[src/rtl/elevator_scheduler.sv]
// Three-floor elevator car controller: directional sweep over the latched hall/car
// requests, door timing, and one-cycle clear pulses back to the request latches.
module elevator_scheduler #(
  parameter int unsigned TRAVEL_CYCLES = 8,
  parameter int unsigned DOOR_CYCLES   = 6
) (
  input  logic clk,
  input  logic rst,
  input  logic floor1up,
  input  logic floor2down,
  input  logic floor2up,
  input  logic floor3down,
  input  logic floor1button,
  input  logic floor2button,
  input  logic floor3button,
  output logic floor_1_indi,
  output logic floor_2_indi,
  output logic floor_3_indi,
  output logic door_open,
  output logic floor1up_clear,
  output logic floor2down_clear,
  output logic floor2up_clear,
  output logic floor3down_clear,
  output logic floor1_button_clear,
  output logic floor2_button_clear,
  output logic floor3_button_clear
);

  localparam int unsigned MAX_CYCLES = (TRAVEL_CYCLES > DOOR_CYCLES) ? TRAVEL_CYCLES : DOOR_CYCLES;
  localparam int unsigned TW         = $clog2(MAX_CYCLES + 1);
  localparam int unsigned NREQ       = 7;

  localparam logic [TW-1:0] TRAVEL_LOAD = TW'(TRAVEL_CYCLES - 1);
  localparam logic [TW-1:0] DOOR_LOAD   = TW'(DOOR_CYCLES - 1);

  localparam logic [1:0] S_IDLE      = 2'd0;
  localparam logic [1:0] S_DOOR      = 2'd1;
  localparam logic [1:0] S_MOVE_UP   = 2'd2;
  localparam logic [1:0] S_MOVE_DOWN = 2'd3;

  localparam logic DIR_UP   = 1'b1;
  localparam logic DIR_DOWN = 1'b0;

  localparam logic [1:0] FLOOR_1 = 2'd1;
  localparam logic [1:0] FLOOR_2 = 2'd2;
  localparam logic [1:0] FLOOR_3 = 2'd3;

  // Request vector bit positions
  localparam int unsigned R_F1UP = 0;
  localparam int unsigned R_F2DN = 1;
  localparam int unsigned R_F2UP = 2;
  localparam int unsigned R_F3DN = 3;
  localparam int unsigned R_B1   = 4;
  localparam int unsigned R_B2   = 5;
  localparam int unsigned R_B3   = 6;

  localparam logic [NREQ-1:0] FLOOR1_MASK = 7'b0010001;
  localparam logic [NREQ-1:0] FLOOR2_MASK = 7'b0100110;
  localparam logic [NREQ-1:0] FLOOR3_MASK = 7'b1001000;

  logic [1:0]      state_q, state_d;
  logic [1:0]      floor_q, floor_d;
  logic            dir_q, dir_d;
  logic [TW-1:0]   timer_q, timer_d;
  logic [2:0]      indi_q, indi_d;
  logic            door_q, door_d;
  logic [NREQ-1:0] clr_q, clr_d;

  logic [NREQ-1:0] req;
  logic [NREQ-1:0] eff;
  logic [2:0]      pend;
  logic            ahead_cur;
  logic            behind_cur;
  logic [NREQ-1:0] here_all;
  logic [NREQ-1:0] svc_here;
  logic            mv_up;
  logic [1:0]      nfloor;
  logic            nahead;
  logic [NREQ-1:0] svc_new;

  function automatic logic [2:0] floor_pending(input logic [NREQ-1:0] r);
    floor_pending = {r[R_F3DN] | r[R_B3],
                     r[R_F2DN] | r[R_F2UP] | r[R_B2],
                     r[R_F1UP] | r[R_B1]};
  endfunction

  function automatic logic [NREQ-1:0] floor_mask(input logic [1:0] f);
    logic [NREQ-1:0] m;
    case (f)
      FLOOR_1: m = FLOOR1_MASK;
      FLOOR_2: m = FLOOR2_MASK;
      FLOOR_3: m = FLOOR3_MASK;
      default: m = '0;
    endcase
    return m;
  endfunction

  // Anything pending strictly beyond floor f in direction d
  function automatic logic ahead_of(input logic [2:0] p, input logic [1:0] f, input logic d);
    logic a;
    a = 1'b0;
    if (d == DIR_UP) begin
      case (f)
        FLOOR_1: a = p[1] | p[2];
        FLOOR_2: a = p[2];
        default: a = 1'b0;
      endcase
    end else begin
      case (f)
        FLOOR_3: a = p[1] | p[0];
        FLOOR_2: a = p[0];
        default: a = 1'b0;
      endcase
    end
    return a;
  endfunction

  // Requests at floor f that may be answered while travelling in d
  function automatic logic [NREQ-1:0] service_set(input logic [NREQ-1:0] r, input logic [1:0] f,
                                                  input logic d, input logic none_ahead);
    logic [NREQ-1:0] m;
    m = r & floor_mask(f);
    if (f == FLOOR_2 && !none_ahead) begin
      if (d == DIR_UP)   m[R_F2DN] = 1'b0;
      if (d == DIR_DOWN) m[R_F2UP] = 1'b0;
    end
    return m;
  endfunction

  assign req = {floor3button, floor2button, floor1button,
                floor3down, floor2up, floor2down, floor1up};

  // A clear being driven this cycle hides the latch that has not released yet
  assign eff        = req & ~clr_q;
  assign pend       = floor_pending(eff);
  assign ahead_cur  = ahead_of(pend, floor_q, dir_q);
  assign behind_cur = ahead_of(pend, floor_q, ~dir_q);
  assign here_all   = eff & floor_mask(floor_q);
  assign svc_here   = service_set(eff, floor_q, dir_q, ~ahead_cur);

  // Next-state and output logic
  always_comb begin
    state_d = state_q;
    floor_d = floor_q;
    dir_d   = dir_q;
    timer_d = timer_q;
    clr_d   = '0;
    door_d  = 1'b0;
    indi_d  = indi_q;
    mv_up   = (state_q == S_MOVE_UP);
    nfloor  = mv_up ? floor_q + 2'd1 : floor_q - 2'd1;
    nahead  = ahead_of(pend, nfloor, dir_q);
    svc_new = service_set(eff, nfloor, dir_q, ~nahead);

    case (state_q)
      S_IDLE, S_DOOR: begin
        if (state_q == S_IDLE && here_all != '0) begin
          state_d = S_DOOR;
          timer_d = DOOR_LOAD;
          clr_d   = here_all;
          if (floor_q == FLOOR_2 && !ahead_cur) dir_d = ~dir_q;
        end else if (state_q == S_DOOR && svc_here != '0) begin
          timer_d = DOOR_LOAD;
          clr_d   = svc_here;
        end else if (state_q == S_DOOR && timer_q != '0) begin
          timer_d = timer_q - TW'(1);
        end else if (ahead_cur || behind_cur) begin
          dir_d   = ahead_cur ? dir_q : ~dir_q;
          state_d = (dir_d == DIR_UP) ? S_MOVE_UP : S_MOVE_DOWN;
          timer_d = TRAVEL_LOAD;
        end else begin
          state_d = S_IDLE;
        end
      end
      S_MOVE_UP, S_MOVE_DOWN: begin
        if ((mv_up && floor_q == FLOOR_3) || (!mv_up && floor_q == FLOOR_1)) begin
          state_d = S_IDLE;
        end else if (timer_q != '0) begin
          timer_d = timer_q - TW'(1);
        end else begin
          floor_d = nfloor;
          if (svc_new != '0) begin
            state_d = S_DOOR;
            timer_d = DOOR_LOAD;
            clr_d   = svc_new;
            if (nfloor == FLOOR_2 && !nahead) dir_d = ~dir_q;
          end else if (nahead) begin
            timer_d = TRAVEL_LOAD;
          end else begin
            state_d = S_IDLE;
          end
        end
      end
      default: state_d = S_IDLE;
    endcase

    door_d = (state_d == S_DOOR);
    case (floor_d)
      FLOOR_2: indi_d = 3'b010;
      FLOOR_3: indi_d = 3'b100;
      default: indi_d = 3'b001;
    endcase
  end

  always_ff @(posedge clk) begin
    if (rst) begin
      state_q <= S_IDLE;
      floor_q <= FLOOR_1;
      dir_q   <= DIR_UP;
      timer_q <= '0;
      indi_q  <= 3'b001;
      door_q  <= 1'b0;
      clr_q   <= '0;
    end else begin
      state_q <= state_d;
      floor_q <= floor_d;
      dir_q   <= dir_d;
      timer_q <= timer_d;
      indi_q  <= indi_d;
      door_q  <= door_d;
      clr_q   <= clr_d;
    end
  end

  assign floor_1_indi        = indi_q[0];
  assign floor_2_indi        = indi_q[1];
  assign floor_3_indi        = indi_q[2];
  assign door_open           = door_q;
  assign floor1up_clear      = clr_q[R_F1UP];
  assign floor2down_clear    = clr_q[R_F2DN];
  assign floor2up_clear      = clr_q[R_F2UP];
  assign floor3down_clear    = clr_q[R_F3DN];
  assign floor1_button_clear = clr_q[R_B1];
  assign floor2_button_clear = clr_q[R_B2];
  assign floor3_button_clear = clr_q[R_B3];

endmodule

[config.mk]
export PLATFORM = sky130hd
export DESIGN_NAME = elevator_scheduler
export DESIGN_NICKNAME = d
export VERILOG_FILES = /design/src/rtl/elevator_scheduler.sv
export SDC_FILE = /design/constraint.sdc
export NUM_CORES = 1
export LEC_CHECK = 0
export ABC_CLOCK_PERIOD_IN_PS = 3700
export CAP_MARGIN = 20
export CORE_UTILIZATION = 57
export CTS_BUF_LIST = sky130_fd_sc_hd__clkbuf_8
export DETAILED_ROUTE_END_ITERATION = 10
export PLACE_DENSITY = 0.81
export SETUP_SLACK_MARGIN = 0.4
export SLEW_MARGIN = 20
export SYNTH_ARGS = -nofsm -noshare
export SYNTH_HDL_FRONTEND = slang
export SYNTH_SLANG_ARGS = --single-unit
[constraint.sdc]
create_clock -name clk -period 3.7 [get_ports clk]
set_input_delay 0.37 -clock clk [delete_from_list [all_inputs] [get_ports clk]]
set_output_delay 0.37 -clock clk [all_outputs]
set_load 0.01 [all_outputs]
### Word level (Yosys, flattened, before mapping)

Index checks and enable logic that the tools add are counted.

| word-level totals | value |
|---|---|
| flip-flop bits (word level) | 20 |
| output and inout port bits | 11 |

| operators by class | value |
|---|---|
| equality and inequality tests | 22 |
| muxes and demuxes | 56 |
| bitwise gates (word level) | 11 |
| add/subtract/negate cells | 3 |
| reductions and logical operators | 23 |

Operators with widths:

| kind | count |
|---|---|
| $pmux W7 S3 | 2 |
| $mux W7 | 5 |
| $mux W4 | 8 |
| $mux W2 | 14 |
| $and A7 B7 Y7 | 3 |
| $reduce_bool A7 Y1 | 3 |
| $mux W1 | 18 |
| $eq A2 B2 Y1 const B | 8 |
| $pmux W7 S2 | 1 |
| $ne A3 B3 Y1 const B | 4 |
| $pmux W1 S2 | 5 |
| $logic_and A1 B1 Y1 | 9 |
| $eq A2 B1 Y1 const B | 4 |
| $ne A2 B2 Y1 const B | 4 |
| $pmux W4 S2 | 1 |
| $reduce_and A8 Y1 | 1 |
| $not A7 Y7 | 1 |
| $or A1 B1 Y1 | 6 |
| $pmux W3 S2 | 1 |
| $ne A5 B5 Y1 const B | 1 |
| $ne A4 B4 Y1 const B | 1 |
| $pmux W2 S2 | 1 |
| $reduce_bool A4 Y1 | 1 |
| $reduce_or A2 Y1 | 2 |
| other kinds (8) | 11 |

### Longest topological paths before layout

Gate-level depths: netlist of run 1.

| logic depth | value |
|---|---|
| word-level depth | 15 |
| gate-level depth with buffers | 12 |
| gate-level depth less buffers | 12 |

### Least setup slack after synthesis of run 1

Ideal clock, no wire load.

| path | value |
|---|---|
| kind | register to register |
| from | reg floor_q[0] |
| to | reg door_q (netlist: door_open) |
| library setup time | 134 ps |
| path slack | 866 ps |
| cell stages (with the launch flop) | 12 |
| buffers on the path | 0 |
| data arrival time | 2699 ps |
| path through | dfxtp_1 inv_1 ha_1 xnor2_1 inv_1 ha_1 and2_0 a221o_1 or3_4 a22o_1 a211oi_2 nor3_1 |

| on the way | value |
|---|---|
| word-level cells in the longest chain between the ends | 13 |

RTL lines:

| element | RTL line | RTL |
|---|---|---|
| from (decl) | 62 | `logic [1:0] floor_q, floor_d;` |
| from (signal assigned) | 216 | `floor_q <= floor_d;` |
| $sub A2 B1 Y2 / $add A2 B1 Y2 (equally long branches) | 151 | `nfloor = mv_up ? floor_q + 2'd1 : floor_q - 2'd1;` |
| $mux W2 | 151 |  |
| $eq A2 B2 Y1, or another cell as far along | 89, 109 |  |
| $pmux W7 S3, or another cell as far along | 89 | `case (f)` |
| $and A7 B7 Y7 / $mux W1 (equally long branches) | 122, 102 |  |
| $mux W1, or another cell as far along | 124 | `if (d == DIR_UP) m[R_F2DN] = 1'b0;` |
| $mux W2 | 123 | `if (f == FLOOR_2 && !none_ahead) begin` |
| $reduce_bool A7 Y1 | 182 | `if (svc_new != '0) begin` |
| $mux W2 | 182 |  |
| $mux W2 | 178 | `end else if (timer_q != '0) begin` |
| $mux W2 | 176 | `if ((mv_up && floor_q == FLOOR_3) \|\| (!mv_up && floor_q == FLOOR_1)) begin` |
| $pmux W2 S2 * | 155 | `case (state_q)` |
| $eq A2 B1 Y1 * | 197 | `door_d = (state_d == S_DOOR);` |
| to (signal assigned) | 220 | `door_q <= door_d;` |
| to (decl) | 66 | `logic door_q, door_d;` |

Mark *: on every way between the ends. The rest lies on a longest branch, timed or not.
A chain may end at the register's enable or synchronous reset.

### Worst setup path in the final report of run 1

| path | value |
|---|---|
| from | reg floor_q[0] |
| to | reg timer_q[3] |

| on the way | value |
|---|---|
| word-level cells in the longest chain between the ends | 12 |

RTL lines:

| element | RTL line | RTL |
|---|---|---|
| $sub A2 B1 Y2 / $add A2 B1 Y2 (equally long branches) | 151 |  |
| $mux W2 | 151 |  |
| $eq A2 B2 Y1, or another cell as far along | 89, 109 |  |
| $pmux W7 S3, or another cell as far along | 89 |  |
| $and A7 B7 Y7 / $mux W1 (equally long branches) | 122, 102 |  |
| $mux W1, or another cell as far along | 124 |  |
| $mux W2 | 123 |  |
| $reduce_bool A7 Y1 | 182 |  |
| $mux W4 | 182 |  |
| $mux W4 | 178 |  |
| $mux W4 | 176 |  |
| $pmux W4 S2 | 155 |  |
| to (signal assigned) | 218 | `timer_q <= timer_d;` |
| to (decl) | 64 | `logic [TW-1:0] timer_q, timer_d;` |

Several ways; a longest one is shown, not always the timed one. The select of a mux whose other input is x is not followed.

==> results of run 1 <==
[registers in the layout, indices dropped and copies added, names as in the netlist]
register and flops:
state_q 2, clr_q 7, dir_q 1, floor_q 2, indi_q 3, door_open 1, timer_q 4
[cell families (layout without fill, tap and decap cells)]
family	Yosys count	after routing	synth area share, %
buffers and inverters	20	38	5.00
flip-flops	20	20	26.2
multiplexers	1	1	0.655
adder cells (fa/ha/maj)	8	8	6.55
XOR/XNOR	2	2	1.15
AND/OR/NAND/NOR	81	81	30.7
AO/OA/AOI/OAI	59	59	29.7
[critical path: stages (launching register included)]
cell       delay, ps
dfxtp_2          390
inv_1             80
ha_1             360
xnor2_2          240
inv_1            110
ha_1             260
o211a_1          220
o21ai_0          100
o2111ai_1        210
o41ai_2          480
nand2_1          180
and2_4           190
a32o_1           210
[layout make-up]
class / instances / area, um2
Multi-Input combinational cell: 151 / 1070
Fill cell: 202 / 686
Sequential cell: 20 / 402
Timing Repair Buffer: 21 / 205
Clock buffer: 4 / 55.1
Inverter: 13 / 48.8
Tap cell: 30 / 37.5
[final timing paths]
kind | to | startpoint | depth (start not counted)
setup reg to reg | timer_q[3] | floor_q[0] | 12
setup / recovery | timer_q[3] | floor_q[0] | 12
hold reg to reg | timer_q[1] | timer_q[1] | 2
hold / removal | timer_q[1] | timer_q[1] | 2
[cell usage in the layout, fill, tap and decap left out, drive strengths merged, types with 2 or more instances in the layout]
master         synthesis  final
or3                    3      3
a21boi                 2      2
inv                   13     13
o2111ai                4      4
and3b                  2      2
a311oi                 4      4
ha                     8      8
a22o                   2      2
nor3b                  2      2
nand2                 15     15
a21oi                 10     10
a41o                   3      3
a21o                   2      2
dfxtp                 20     20
nand4                  4      4
buf                    1      2
nor2b                 12     12
and3                   6      6
clkbuf                 6      4
o21ai                 10     10
nand3                  4      4
nor2                  12     12
o31ai                  2      2
nand2b                 7      7
o211ai                 2      2
a31oi                  2      2
and2                   6      6
a211oi                 4      4
clkdlybuf4s50          0     19
xnor2                  2      2
a32o                   2      2
nor3                   5      5
[routing by layer]
metal	share of wire (%)	vias up
met5	0	-
li1	-	746
met1	43	768
met2	45	97
met4	2.6	0
met3	8.8	11
[power breakdown]
group / switching, mW / total (mW) / internal (mW)
Sequential: 0.0582 / 0.320 / 0.261
Combinational: 0.397 / 0.697 / 0.300
Clock: 0.0800 / 0.175 / 0.0951
[what timing repair did]
action / 4_1_cts / 5_1_grt
buffers inserted: 0 / 1
hold buffers: 0 / 0
resized for setup: 0 / 3
setup endpoints to repair: 0 / 6
==> results.json, run 1 <==
{
  "post-place-ws_ps": 464,
  "synth_cells": 191,
  "cp_data_required_time_ps": 3870,
  "portBuffers": 19,
  "die_x_um": 53.8,
  "synth_seq_area_share_pct": 26.2,
  "crit_arrival_ps": 3310,
  "syn-cell-area_um2": 1530,
  "criticalPathCategory": "flop to flop",
  "start_util_pct": 61.1,
  "maxCapViolations": 0,
  "row_count": 18,
  "ant_nets": 0,
  "htreeDepth": 1,
  "grtUsageMet3_pct": 6.50,
  "tightest_slew_ps": 744,
  "fin_worst_skew_ps": 6.31,
  "setup_ws_ps": 560,
  "pin_count": 20,
  "hold_slack_ps": 533,
  "p_leak_nw": 0.756,
  "cts_root_buffer": "clkbuf_8",
  "coreArea_um2": 2500,
  "cp-start-kind": "flop",
  "fin_area_um2": 1810,
  "drt_iter0_drc": 77,
  "dieHeight_um": 53.8,
  "antenna_found_initial": 0,
  "stdcell_count": 239,
  "rsz0062_at_grt": "false",
  "tns_ps": 0,
  "synth_edf_count": 0,
  "numCtsBuffers": 3,
  "grt_pass1_vias": 1501,
  "hold_viol": 0,
  "grt_pass1_wl_um": 6730,
  "cts_sinks": 20,
  "dp_hpwl_um": 3190,
  "n_antenna_cell": 0,
  "min_path_type": "flop to flop",
  "synth_flop_cell": "dfxtp_1",
  "ir_worst_vdd_mv": 0.545,
  "synth_warnings": 0,
  "cts_buffer_depth": 2,
  "dpl-instance-area_um2": 1740,
  "status": "finished clean",
  "yosys.area.top_type_share_pct": 26.2,
  "wl_per_cell_um": 18.2,
  "yosysTopAreaCell": "dfxtp_1",
  "drive_gt1_share_pct": 10.5,
  "synth.most_common_cell": "dfxtp_1",
  "clk_latency_ps": 270,
  "post-route-util_pct": 72.6,
  "max-slew-margin-rel_pct": 50.2,
  "area.growth.synth_to_final_pct": 18.8,
  "synth_nets": 208,
  "cts_tree": "built",
  "grt_usage_pct": 33.1,
  "gp_congestion": 0.934,
  "grt_max_degree": 18,
  "dp_cells": 234,
  "ys_types": 54,
  "viasPerCell": 6.79,
  "synth_common_cells": "dfxtp_1 (20), nand2_1 (15), inv_1 (13)",
  "nets": 227,
  "drc_errors": 0,
  "final.period_utilization_pct": 84.9,
  "dr_total_vias": 1622,
  "async_flop_share_pct": 0,
  "power_mw": 1.19,
  "clkTransAtPathRegs_ps": 80,
  "setup_viol": 0,
  "synth.area.top_cells": "dfxtp_1 (26%), ha_1 (6.6%), nor2b_1 (4.1%), nand2_1 (3.7%), a21oi_1 (3.3%)",
  "synth.avg_cell_area_um2": 8.00,
  "finalCriticalPeriod_ps": 3140,
  "grtUsageMet1_pct": 41.9,
  "cp_max_fo": 7,
  "drt-total-wl_um": 4340,
  "cp-end-kind": "flop",
  "drt_pass1_iterations": 5,
  "overflow": 0,
  "fp.dieArea_um2": 2890,
  "grt.busiest_layer": "met2",
  "reg2reg_setup_slack_ps": 560,
  "use_met2_pct": 52.1,
  "synth_seq_cells": 20,
  "fmax_mhz": 319,
  "slew_violations": 0,
  "power_density_nw_per_um2": 657
}
Note: power is estimated with default switching activity, not from simulation.
==> inputs of run 2 (changes only) <==
Settings changed: ABC_CLOCK_PERIOD_IN_PS 3700 to 2900.
Clock period 3.7 ns to 2.9 ns, I/O delays scaled along.
==> results.json, run 2 (synthesis gave the netlist of run 1 again) <==
{
  "status": "finished clean",
  "cp_data_required_time_ps": 3020,
  "row_count": 18,
  "drt_iter0_drc": 169,
  "coreArea_um2": 2500,
  "grt_usage_pct": 37.5,
  "viasPerCell": 7.00,
  "overflow": 0,
  "multi_input_area_um2": 1180,
  "cp-start-kind": "flop",
  "finalCriticalPeriod_ps": 2640,
  "setup_viol": 0,
  "antenna_found_initial": 0,
  "ant_nets": 0,
  "fmax_mhz": 379,
  "post-route-util_pct": 80.5,
  "pin_count": 20,
  "fin_worst_skew_ps": 8.86,
  "grt_max_degree": 18,
  "drt_pass1_iterations": 6,
  "area.growth.synth_to_final_pct": 31.8,
  "p_leak_nw": 0.818,
  "start_util_pct": 61.1,
  "maxCapViolations": 0,
  "largestRegisters": "clr_q x7, timer_q x4, indi_q x3",
  "cp_max_fo": 5,
  "grt_pass1_wl_um": 7680,
  "final_common_cell": "clkdlybuf4s50_1",
  "top_register": "clr_q",
  "drt-total-wl_um": 4940,
  "worstReg2RegStart": "floor_q[0]",
  "largest_register_ffs": 7,
  "hold_viol": 0,
  "nets": 239,
  "tightest_slew_ps": 764,
  "criticalPathCategory": "flop to flop",
  "slew_violations": 0,
  "ir_worst_vdd_mv": 0.811,
  "drc_errors": 0,
  "final_cell_mix": "clkdlybuf4s50_1 (19), dfxtp_1 (18), nand2_1 (14), buf_4 (14), inv_1 (12)",
  "min_from": "timer_q[1]",
  "min_to": "timer_q[1]",
  "crit_arrival_ps": 2760,
  "dr_total_vias": 1758,
  "tns_ps": 0,
  "numCtsBuffers": 3,
  "rsz0062_at_grt": "true",
  "n_antenna_cell": 0,
  "r2r_end": "door_open",
  "clkTransAtPathRegs_ps": 80,
  "cts_buffer_depth": 2,
  "min_path_type": "flop to flop",
  "portBuffers": 19,
  "cts_tree": "built",
  "fillers": 159,
  "r2r_cells": 11,
  "dieHeight_um": 53.8,
  "cts_sinks": 20,
  "dp_hpwl_um": 3290,
  "grt_pass1_vias": 1622,
  "cp-end-kind": "flop",
  "power_density_nw_per_um2": 880,
  "clk_latency_ps": 270,
  "cts_root_buffer": "clkbuf_8",
  "regArea_um2": 405,
  "dpl-instance-area_um2": 1830,
  "fin_area_um2": 2010,
  "reg2reg_setup_slack_ps": 260,
  "die_x_um": 53.8,
  "htreeDepth": 1,
  "min_path_cells": 2,
  "drive_gt1_share_pct": 22.2,
  "max-slew-margin-rel_pct": 48.9,
  "gp_congestion": 0.947,
  "final.period_utilization_pct": 90.9,
  "fp.dieArea_um2": 2890,
  "wl_per_cell_um": 19.7
}
-- run 2: worst max path at each step --
stage / from / end / slack, ps / depth (start not counted)
after floorplan: floor_q[0] / door_open / 400 / 11
after CTS: floor_q[0] / door_open / 240 / 11
after global routing: floor_q[0] / door_open / 130 / 11
after global placement: floor_q[0] / door_open / 220 / 11
final: floor_q[0] / door_open / 260 / 11
after detailed placement: floor_q[0] / timer_q[3] / 140 / 11
-- run 2: timing repair --
item,CTS,global route
hold buffers,0,0
setup endpoints to repair,8,12
pin swaps,12,7
setup buffers,8,1
resized for setup,11,8
-- run 2: critical path, stage by stage, from the launching register on --
cell	delay, ps
dfxtp_4	370
inv_4	40
ha_4	290
xnor2_4	130
inv_2	90
ha_4	180
and2_4	140
a221o_1	310
or3_4	440
a22o_1	230
a211oi_2	210
nor3_1	70
-- run 2: layout make-up --
class / instances / share of cell area, %
multi-input combinational: 151 / 58.5
sequential: 20 / 20.1
inverter: 13 / 2.55
clock inverter: 1 / 0.186
clock buffer: 3 / 2.05
timing repair buffer: 33 / 14.7
tap: 30 / 1.86
-- run 2: stage by stage --
stage	total power [mW]	setup slack, ps	hold slack (ps)	std cells
after floorplan	1.09	398	471	191
after global placement	1.32	216	505	238
after detailed placement	1.34	142	531	238
after CTS	1.66	239	541	250
after global routing	1.86	128	573	251
final	1.77	264	542	251
-- run 2: power by group --
group	total [mW]	switching [mW]	internal (mW)
combinational	1.18	0.644	0.533
clock	0.196	0.101	0.0947
sequential	0.399	0.0648	0.334
-- run 2: routing by layer --
metal  GRT usage (%)  wire, um  share of wire, %  vias to the layer above
li1                -         -                 -                      775
met1            46.2      1810                37                      798
met2            60.5      2310                47                      149
met3            8.76       579                12                       36
met4            18.4       243               4.9                        0
met5               0         0                 0                        -
==> patch: new RTL, flow settings as in run 2 <==
`TRAVEL_CYCLES`: 8 -> 16.
--- a/src/rtl/elevator_scheduler.sv
+++ b/src/rtl/elevator_scheduler.sv
@@ -2,5 +2,5 @@
 // requests, door timing, and one-cycle clear pulses back to the request latches.
 module elevator_scheduler #(
-  parameter int unsigned TRAVEL_CYCLES = 8,
+  parameter int unsigned TRAVEL_CYCLES = 16,
   parameter int unsigned DOOR_CYCLES   = 6
 ) (
Check against the original RTL: not equivalent (a bounded check fails within 10 cycles, from zero or initial values and one cycle with rst high).
==> patch against run 2 <==
Fmax up 0.22%. Synthesized area down 1.1%. Clock skew down 0.0035 ns. Cell area up 5.7%. Total power up 8.3%. Setup slack better by 0.0057 ns. Clock power up 5%. Synthesized cell count down 4.2%. Combinational power up 10%. Routed wire length up 1.6%. Sequential cell count up 1. First-iteration DRC count down 37%. Critical endpoint is now timer_q[2]. Largest cell class unchanged.
==> patch: results (changes against run 2) <==
Layout
  – Top flop regs: clr_q x7, timer_q x5, indi_q x3 (was clr_q x7, timer_q x4, indi_q x3)
  – Fraction of area in registers: 20.1% (about the same)
  – Multi-input gate share of total cell area: 54.5% (was 58.5%)
  – Buffers outside the clock class: 43 (was 33)
  – Layout Utilization: 85.1% (was 80.5%)
  – Layout Nets: 242 (was 239)
  – Comb_multi_in: 141 (was 151)
  – Non-clk invs: 15 (was 13)

Placed design
  – Dpl cells: 232 (was 238)
  – Setup slack at placement: 0.136 ns (was 0.142 ns)
  – GP Congestion: 0.979 (was 0.947)
  – DPL Wire Length: 3250 um (was 3290 um)

STA
  – Clk_skew: 0.00540 ns (was 0.00886 ns)

CTS
  – Resized cells post-CTS: 12 (was 11)

Power
  – Leakage power: 0.834 nW (was 0.818 nW)
  – Peak VDD IR: 0.747 mV (was 0.811 mV)
  – Comb pwr share: 67.9% (was 66.4%)

Worst setup path
  – Max incr delay on CP: 0.46 ns (was 0.44 ns)
  – Worst reg2reg path depth: 15 (was 11)
  – Reg-to-Reg End: clr_q[1] (was door_open)
  – Max FO, Critical Path: 9 (was 5)
  – Worst R2R Start: floor_q[1] (was floor_q[0])

Routing
  – Vias per cell: 6.70 (was 7.00)
  – Met1 Wirelength: 1820 um (was 1810 um)

Outcome
  – Status: finished, final reports clean (unchanged)

Global routing
  – Global-route wire length before repair: 7160 um (was 7680 um)
patch: changes by cell type after synthesis, moves of 3 or more:
cell,change
nor3_1,+3
a211oi_1,+3
nor2b_1,-5
a41o_1,-3
clkbuf_1,-3
a21oi_1,+3
nand2b_4,+3
o2111ai_1,-3
nand4_1,-4
patch: cells by family after synthesis:
group,count (synthesis),synth area share [%]
simple gates,71,28.5
compound gates,59,29.2
buf+inv,21,5.88
flops,21,27.8
fa+ha+maj,8,6.63
xor+xnor,2,1.16
mux,1,0.746
patch: worst reg2reg max path: cells and delay by family (launching register included):
kind,cells,cell delay [ns]
buf+inv,8,0.89
compound gates,2,0.51
fa+ha+maj,2,0.42
flops,1,0.38
simple gates,2,0.23
xor+xnor,1,0.14
patch: metal layers:
| layer | vias to the layer above | track usage [%] |
|---|---|---|
| li1 | 765 | - |
| met1 | 768 | 40.8 |
| met2 | 136 | 61.7 |
| met3 | 32 | 6.61 |
| met4 | 0 | 16.7 |
| met5 | - | 0 |
